**src/rtl/sdp_mrdma_pkg.sv**
```systemverilog
// Shared definitions for the SDP memory-RDMA read-response generator.
// Holds pd field offsets, mask encodings and the FSM state type.
package sdp_mrdma_pkg;

    localparam int REQ_ADDR_LSB = 0;
    localparam int REQ_ADDR_MSB = 63;
    localparam int REQ_SIZE_LSB = 64;
    localparam int REQ_SIZE_MSB = 78;
    localparam int REQ_PD_W     = 79;

    localparam int RSP_LO_LSB   = 0;
    localparam int RSP_LO_MSB   = 255;
    localparam int RSP_HI_LSB   = 256;
    localparam int RSP_HI_MSB   = 511;
    localparam int RSP_MASK_LSB = 512;
    localparam int RSP_MASK_MSB = 513;
    localparam int RSP_PD_W     = 514;

    localparam logic [1:0] MASK_LO   = 2'b01;
    localparam logic [1:0] MASK_HI   = 2'b10;
    localparam logic [1:0] MASK_BOTH = 2'b11;

    typedef enum logic [1:0] {
        ST_IDLE = 2'd0,
        ST_RD0  = 2'd1,
        ST_RD1  = 2'd2,
        ST_SEND = 2'd3
    } state_t;

endpackage

```
**src/rtl/sdp_mrdma_cdt_cnt.sv**
```systemverilog
// Response-credit counter for the read-response generator.
// Saturates at DEPTH and flags a sticky overflow on an extra return.
module sdp_mrdma_cdt_cnt #(
    parameter int DEPTH = 64,
    parameter int CW    = $clog2(DEPTH + 1)
) (
    input  logic          clk,
    input  logic          rst,
    input  logic          i_inc,
    input  logic          i_dec,
    output logic [CW-1:0] o_count,
    output logic          o_overflow
);

    logic [CW-1:0] r_count;
    logic          r_ovf;
    logic          w_full;

    assign w_full     = (r_count == CW'(DEPTH));
    assign o_count    = r_count;
    assign o_overflow = r_ovf;

    // Track outstanding credits; simultaneous inc/dec cancel out.
    always_ff @(posedge clk) begin
        if (rst) begin
            r_count <= CW'(DEPTH);
            r_ovf   <= 1'b0;
        end else begin
            case ({i_inc, i_dec})
                2'b10: begin
                    if (w_full) r_ovf <= 1'b1;
                    else        r_count <= r_count + CW'(1);
                end
                2'b01: begin
                    if (r_count != '0) r_count <= r_count - CW'(1);
                end
                default: ;
            endcase
        end
    end

endmodule

```
**src/rtl/sdp_mrdma_rd_rsp_gen.sv**
```systemverilog
// Read-response generator: turns one read request into 32B/64B beats
// fetched from a 1-cycle-latency memory, throttled by response credits.
module sdp_mrdma_rd_rsp_gen
    import sdp_mrdma_pkg::*;
#(
    parameter int LAT_FIFO_DEPTH = 64,
    parameter int MEM_AW         = 20
) (
    input  logic                nvdla_core_clk,
    input  logic                nvdla_core_rst,
    input  logic                sdp2mcif_rd_req_valid,
    output logic                sdp2mcif_rd_req_ready,
    input  logic [REQ_PD_W-1:0] sdp2mcif_rd_req_pd,
    output logic                mem_rd_en,
    output logic [MEM_AW-1:0]   mem_rd_addr,
    input  logic [255:0]        mem_rd_data,
    output logic                mcif2sdp_rd_rsp_valid,
    input  logic                mcif2sdp_rd_rsp_ready,
    output logic [RSP_PD_W-1:0] mcif2sdp_rd_rsp_pd,
    input  logic                sdp2mcif_rd_cdt_lat_fifo_pop,
    output logic                cdt_overflow
);

    localparam int CW = $clog2(LAT_FIFO_DEPTH + 1);

    state_t              r_state;
    logic [63:0]         r_addr;
    logic [15:0]         r_rem;
    logic                r_pair;
    logic                r_cap;
    logic                r_valid;
    logic [RSP_PD_W-1:0] r_pd;

    logic                w_req_hs;
    logic                w_rsp_hs;
    logic [CW-1:0]       w_credit;
    logic                w_cdt_ok;
    logic [15:0]         w_size_p1;
    logic [15:0]         w_step;
    logic [63:0]         w_adv;
    logic [MEM_AW-1:0]   w_atom;

    assign sdp2mcif_rd_req_ready = (r_state == ST_IDLE) & ~nvdla_core_rst;
    assign w_req_hs  = sdp2mcif_rd_req_valid & sdp2mcif_rd_req_ready;
    assign w_rsp_hs  = r_valid & mcif2sdp_rd_rsp_ready;
    assign w_cdt_ok  = (w_credit != '0);
    assign w_size_p1 = 16'({1'b0,
        sdp2mcif_rd_req_pd[REQ_SIZE_MSB:REQ_SIZE_LSB]}) + 16'd1;
    assign w_step    = r_pair ? 16'd2 : 16'd1;
    assign w_adv     = r_pair ? 64'd64 : 64'd32;
    assign w_atom    = r_addr[MEM_AW+4:5];

    assign mem_rd_en   = ((r_state == ST_RD0) | (r_state == ST_RD1))
                       & ~nvdla_core_rst;
    assign mem_rd_addr = (r_state == ST_RD1) ? w_atom + MEM_AW'(1)
                                             : w_atom;

    assign mcif2sdp_rd_rsp_valid = r_valid;
    assign mcif2sdp_rd_rsp_pd    = r_pd;

    sdp_mrdma_cdt_cnt #(
        .DEPTH (LAT_FIFO_DEPTH),
        .CW    (CW)
    ) u_cdt (
        .clk        (nvdla_core_clk),
        .rst        (nvdla_core_rst),
        .i_inc      (sdp2mcif_rd_cdt_lat_fifo_pop),
        .i_dec      (w_rsp_hs),
        .o_count    (w_credit),
        .o_overflow (cdt_overflow)
    );

    // Request walker: fetch one or two atoms, build the beat, hand it off.
    always_ff @(posedge nvdla_core_clk) begin
        if (nvdla_core_rst) begin
            r_state <= ST_IDLE;
            r_addr  <= '0;
            r_rem   <= '0;
            r_pair  <= 1'b0;
            r_cap   <= 1'b0;
            r_valid <= 1'b0;
            r_pd    <= '0;
        end else begin
            case (r_state)
                ST_IDLE: begin
                    if (w_req_hs) begin
                        r_addr  <= sdp2mcif_rd_req_pd[REQ_ADDR_MSB:REQ_ADDR_LSB];
                        r_rem   <= w_size_p1;
                        r_state <= ST_RD0;
                    end
                end
                ST_RD0: begin
                    if (!r_addr[5] && (r_rem >= 16'd2)) begin
                        r_pair  <= 1'b1;
                        r_state <= ST_RD1;
                    end else begin
                        r_pair  <= 1'b0;
                        r_cap   <= 1'b1;
                        r_state <= ST_SEND;
                    end
                end
                ST_RD1: begin
                    r_pd[RSP_LO_MSB:RSP_LO_LSB] <= mem_rd_data;
                    r_cap   <= 1'b1;
                    r_state <= ST_SEND;
                end
                ST_SEND: begin
                    if (r_cap) begin
                        r_cap   <= 1'b0;
                        r_valid <= w_cdt_ok;
                        if (r_pair) begin
                            r_pd[RSP_HI_MSB:RSP_HI_LSB]     <= mem_rd_data;
                            r_pd[RSP_MASK_MSB:RSP_MASK_LSB] <= MASK_BOTH;
                        end else if (r_addr[5]) begin
                            r_pd[RSP_HI_MSB:RSP_HI_LSB]     <= mem_rd_data;
                            r_pd[RSP_LO_MSB:RSP_LO_LSB]     <= '0;
                            r_pd[RSP_MASK_MSB:RSP_MASK_LSB] <= MASK_HI;
                        end else begin
                            r_pd[RSP_HI_MSB:RSP_HI_LSB]     <= '0;
                            r_pd[RSP_LO_MSB:RSP_LO_LSB]     <= mem_rd_data;
                            r_pd[RSP_MASK_MSB:RSP_MASK_LSB] <= MASK_LO;
                        end
                    end else if (!r_valid) begin
                        r_valid <= w_cdt_ok;
                    end else if (mcif2sdp_rd_rsp_ready) begin
                        r_valid <= 1'b0;
                        r_addr  <= r_addr + w_adv;
                        r_rem   <= r_rem - w_step;
                        r_state <= (r_rem == w_step) ? ST_IDLE : ST_RD0;
                    end
                end
                default: r_state <= ST_IDLE;
            endcase
        end
    end

endmodule

```
**config.mk**
```make
export PLATFORM = sky130hd
export DESIGN_NAME = sdp_mrdma_rd_rsp_gen
export DESIGN_NICKNAME = d
export VERILOG_FILES = /design/src/rtl/sdp_mrdma_pkg.sv /design/src/rtl/sdp_mrdma_cdt_cnt.sv /design/src/rtl/sdp_mrdma_rd_rsp_gen.sv
export SDC_FILE = /design/constraint.sdc
export NUM_CORES = 1
export LEC_CHECK = 0
export CORE_AREA = 2 2 346 348
export CTS_BUF_LIST = sky130_fd_sc_hd__clkbuf_4 sky130_fd_sc_hd__clkbuf_8
export DETAILED_ROUTE_END_ITERATION = 8
export DIE_AREA = 0 0 348 350
export SLEW_MARGIN = 20
export SYNTH_ARGS = -nofsm -noshare
export SYNTH_HDL_FRONTEND = slang
export SYNTH_SLANG_ARGS = --single-unit
```
**constraint.sdc**
```tcl
create_clock -name nvdla_core_clk -period 4 [get_ports nvdla_core_clk]
set_clock_uncertainty 0.1 [all_clocks]
set_input_delay 1.2 -clock nvdla_core_clk [delete_from_list [all_inputs] [get_ports nvdla_core_clk]]
set_output_delay 1.2 -clock nvdla_core_clk [all_outputs]
set_load 0.01 [all_outputs]
```
# Word-level counts from Yosys, hierarchy flattened
# Index checks and enable logic that the tools add are counted.
[word_totals] ff_bits=607 latchBits=0 mem_bits_rw=0 romBits=0 inputBits=340 word_cells=88 n_memories=0
[op_classes] addsub=6 mul=0 n_div=0 order_cmp=1 eq_ne=16 shift=0 muxes=34 bitwise=6 n_reduce_logical=15
[op_table] cell="$mux 514" count=1
[op_table] cell="$mux 256" count=2
[op_table] cell="$pmux 256 s2" count=1
[op_table] cell="$mux 258" count=1
[op_table] cell="$mux 64" count=4
[op_table] cell="$pmux 64 s2" count=1
[op_table] cell="$add 64x7->64" count=1
[op_table] cell="$mux 16" count=4
[op_table] cell="$pmux 16 s2" count=1
[op_table] cell="$mux 7" count=3
[op_table] cell="$add 20x1->20 const B" count=1
[op_table] cell="$mux 20" count=1
[op_table] cell="$ne 2x2->1 const B" count=9
[op_table] cell="$add 15x1->16 const B" count=1
[op_table] cell="$eq 16x2->1" count=1
[op_table] cell="$ge 16x2->1 const B" count=1
[op_table] cell="$sub 16x2->16" count=1
[op_table] cell="$pmux 7 s2" count=1
[op_table] cell="$mux 2" count=5
[op_table] cell="$pmux 2 s4" count=1
[op_table] cell="$add 7x1->7 const B" count=1
[op_table] cell="$eq 7x7->1 const B" count=1
[op_table] cell="$mux 1" count=7
[op_table] cell="$reduce_bool 7->1" count=1
[op_table] cell="16 further kinds" count=27

# Depth between registers and ports, before layout
[depth] depth_word=7 depth_mapped=10 depth_no_buf=9

# Hierarchy
# Synthesis repeated with hierarchy kept, for this count alone.
[hier_totals] cells_unflattened=2498 area_unflattened_um2=21286.7
[by_module_without_submodules] module="sdp_mrdma_rd_rsp_gen" n_inst=1 cells_per_inst=2430 area_each_um2=20722.4 seq_area_each_um2=11110.7
[by_module_without_submodules] module="sdp_mrdma_cdt_cnt" n_inst=1 cells_per_inst=68 area_each_um2=564.3 seq_area_each_um2=160.2

# Worst setup path after synthesis
# Ideal clock, no wire load.
[synth_path] kind="in2reg" from="in mcif2sdp_rd_rsp_ready" to="reg u_cdt.r_count[5], in the netlist u_cdt.o_count[5]" setup_ns=0.070 arrival_time_ns=3.184 slack_ns=0.646 path_stages=8 cell_sequence="nand2_1 -> nor2_1 -> ha_1 -> a211oi_1 -> nor2_1 -> or4b_2 -> a41o_1 -> a21oi_1"
[synth_between] elab_chain_cells=4 word_cells_on_any_way=8
[synth_lines] item="start, declared" line_no="sdp_mrdma_rd_rsp_gen.sv:18" rtl="input logic mcif2sdp_rd_rsp_ready,"
[synth_lines] item="$and 1x1->1 *" line_no="sdp_mrdma_rd_rsp_gen.sv:45" rtl="assign w_rsp_hs = r_valid & mcif2sdp_rd_rsp_ready;"
[synth_lines] item="$eq 2x2->1 / $eq 2x1->1 (equally long branches)" line_no="sdp_mrdma_cdt_cnt.sv:29" rtl="case ({i_inc, i_dec})"
[synth_lines] item="$ne 2x2->1 (no source line) / $reduce_bool 2->1 (equally long branches)"
[synth_lines] item="$reduce_and 3->1 (no source line)"
[synth_lines] item="end signal, assigned" line_no="sdp_mrdma_cdt_cnt.sv:26" rtl="r_count <= CW'(DEPTH);"
[synth_lines] item="end signal, assigned" line_no="sdp_mrdma_cdt_cnt.sv:32" rtl="else r_count <= r_count + CW'(1);"
[synth_lines] item="end signal, assigned" line_no="sdp_mrdma_cdt_cnt.sv:35" rtl="if (r_count != '0) r_count <= r_count - CW'(1);"
[synth_lines] item="end, declared" line_no="sdp_mrdma_cdt_cnt.sv:15" rtl="logic [CW-1:0] r_count;"
# Every way passes the cells marked *; elsewhere a longest branch is shown, timed or not.
# A chain may end at the register's enable or synchronous reset.

# Worst setup path in the final report
[layout_path] from="reg r_state[1]" to="out mem_rd_addr[14]"
[layout_between] elab_chain_cells=2
[layout_lines] item="start, declared" line_no="sdp_mrdma_rd_rsp_gen.sv:26" rtl="state_t r_state;"
[layout_lines] item="start signal, assigned" line_no="sdp_mrdma_rd_rsp_gen.sv:129" rtl="r_state <= (r_rem == w_step) ? ST_IDLE : ST_RD0;"
[layout_lines] item="$eq 2x2->1" line_no="sdp_mrdma_rd_rsp_gen.sv:55" rtl="assign mem_rd_addr = (r_state == ST_RD1) ? w_atom + MEM_AW'(1)"
[layout_lines] item="$mux 20" line_no="sdp_mrdma_rd_rsp_gen.sv:55"
[layout_lines] item="end, declared" line_no="sdp_mrdma_rd_rsp_gen.sv:15" rtl="output logic [MEM_AW-1:0] mem_rd_addr,"
# Every way passes these cells.

==> reports/qor.csv <==
metric;value;unit
outcome;finished clean;
worst_slack;197;ps
cp.arrival;2500;ps
grt-ovfl-total;0;
critPathLaunchType;register;
antenna_found_initial;23;
yosys.area_share.simple;19.9;%
post_drt_wl_per_cell;19.3;um
route.layer.met1.wl;38100;um
fmax;263;MHz
fin_util;28.8;%
drtIter0Drc;1625;
drt_first_pass_iters;6;
hold_violations;0;
start_util;18.1;%
yosysWarningCount;0;
grt_pass1_vias;20856;
synth_area;0.0213;mm^2
ctsHtreeMaxLevel;3;
synth_top_area_cell;dfxtp_1;
synth-edff-count;0;
syn_to_final_growth;58.9;%
synth_xor_area_share;1.44;%
io_buffers;833;
postSynthCellCount;2492;
dp_hpwl;65200;um
wl_met2;45200;um
die_area;0.122;mm^2
min_period;3800;ps
drc;0;
insertion_delay;780;ps
worstPathRequired;2700;ps
grt_start_max_net_pins;191;
vias;21764;
fin_crit_sh;95.1;%
die_y;350;um
critPathKind;reg -> out;
synth.avg_cell_area;8.55;um^2
cts-root-buf;clkbuf_8;
grt_pass1_wl;136000;um
synthAdderAreaFrac;1.28;%
power-per-cell-area;549;mW/mm^2
syn_nets;2852;
final_cell_mix;821 x clkdlybuf4s50_1, 551 x dfxtp_1, 304 x nor2_1, 300 x nand2_1, 279 x a21oi_1;
end_kind;output pin;
max_slew_margin;24.2;%
ant_nets;0;
ioPinCount;878;
hold_path_class;reg -> reg;
synth_cell_types;63;
cts_tree;yes;
worst_pin_slew;1140;ps
clk_pin_slew;70;ps
synth_mux_area_share;1.06;%
setup_viol;0;
power.leakage;11.6;nW
ys_ff_latch;563;
pre_cts_ws;121;ps
grt_usage;14.7;%
wl_met3;8510;um
cts_buffers;102;
drive_above_1_share;9.01;%
rsz0062_at_grt;no;
synth_top_family_by_area;simple AND/OR/NAND/NOR gates;
core;0.118;mm^2
crit_fanout;5;
gp_congestion;0.847;
synth_flop_cell;dfxtp_1;
holdWs;349;ps
peakVddDrop;401;uV
rows;126;
synth-compound-area-share;19.1;%
synthTopCellsByArea;dfxtp_1 53%, a22oi_1 9.6%, a21oi_1 6.6%, nand3_1 6.5%, nor2_1 5.4%;
cts.sink_count;563;
final_common_cell;clkdlybuf4s50_1;
dr.max_layer_used;met5;
post-synth-top-area-fraction;52.9;%
drt-vias-per-instance;4.46;
wirelength;94300;um
ys_seq_area_share;52.9;%
synthArstFlopShare;0;%
maxCapViolations;0;
clockBufferDepth;3;
ctsHoldBuffers;0;
report.final.slew_viol_count;0;
layout.nets;3620;
die_x;348;um
[routing by layer]
metal | vias up | GRT usage, %
li1 | 10316 | -
met1 | 10408 | 17.5
met2 | 890 | 23.9
met3 | 142 | 5.04
met4 | 8 | 6.07
met5 | - | 0
[path summary, 6_finish.rpt]
check	slack, ps	startpoint	cells past startpoint	to
max	200	r_state[1]	5	mem_rd_addr[14]
min	350	mcif2sdp_rd_rsp_pd[25]	2	mcif2sdp_rd_rsp_pd[25]
max reg2reg	810	r_state[1]	7	mcif2sdp_rd_rsp_pd[0]
min reg2reg	350	mcif2sdp_rd_rsp_pd[25]	2	mcif2sdp_rd_rsp_pd[25]
[what timing repair did]
item	4_1_cts	5_1_grt
pin swaps	2	1
setup buffers	2	0
setup endpoints to repair	17	5
hold endpoints to repair	0	0
gates resized for setup	47	2
[Yosys cell counts, types with 2 or more instances]
cell type / instances
a211oi_1: 9
a21o_1: 6
a21oi_1: 281
a221oi_1: 3
a22oi_1: 274
a31oi_1: 6
and2_1: 7
and3_1: 4
buf_1: 18
buf_2: 4
clkbuf_1: 209
dfxtp_1: 563
fa_1: 3
ha_1: 17
inv_1: 13
mux2_2: 4
mux2i_1: 18
nand2_1: 303
nand2b_1: 4
nand3_1: 275
nand3b_1: 6
nand4_1: 7
nand4b_1: 2
nor2_1: 306
nor2b_1: 6
nor3_1: 14
nor3b_1: 2
nor4_1: 9
o211ai_1: 6
o21ai_0: 20
o221ai_1: 7
o22ai_1: 7
o31a_1: 2
o31ai_1: 4
or2_2: 3
or3_1: 3
or4_1: 8
xnor2_1: 16
xor2_1: 19
[power breakdown]
part | internal, mW | switching (mW) | total [mW]
Sequential | 6.35 | 0.457 | 6.80
Combinational | 2.44 | 3.10 | 5.53
Clock | 3.58 | 2.68 | 6.25
[cell type report]
type | instances | area (um^2)
multi-input combinational | 1684 | 9260
inverter | 14 | 52.6
timing repair buffer | 895 | 8960
tap | 1536 | 1920
clock buffer | 149 | 1910
clock inverter | 37 | 452
fill | 12409 | 83900
sequential | 563 | 11300
antenna | 7 | 17.5
[registers in the layout (all words and copies together) (netlist names)]
name                   count
r_addr                    20
mcif2sdp_rd_rsp_pd       514
r_cap                      1
r_rem                     16
r_pair                     1
u_cdt.o_overflow           1
u_cdt.o_count              7
mcif2sdp_rd_rsp_valid      1
r_state                    2
[stage by stage]
stage	total power, mW	cell area, um^2	setup TNS, ps	instances
2_1_floorplan	9.54	21300	0	2492
4_1_cts	18.9	33800	-48.7	4878
3_5_place_dp	12.5	31400	0	4690
3_3_place_gp	12.4	31400	0	4690
5_1_grt	19.6	33900	0	4885
6_report	18.6	33900	0	4885
[cells by family after synthesis]
kind of cell,after synthesis
xor+xnor,35
mux,22
fa+ha+maj,20
simple gates,969
compound gates,638
buf+inv,245
flops,563
[worst max-delay path, cell delays in order (launching register included)]
cell	delay, ps
dfxtp_1	400
ha_4	180
and3_4	240
nand4_1	120
xnor2_1	200
clkdlybuf4s50_1	570
(Power assumes the default switching activity.)
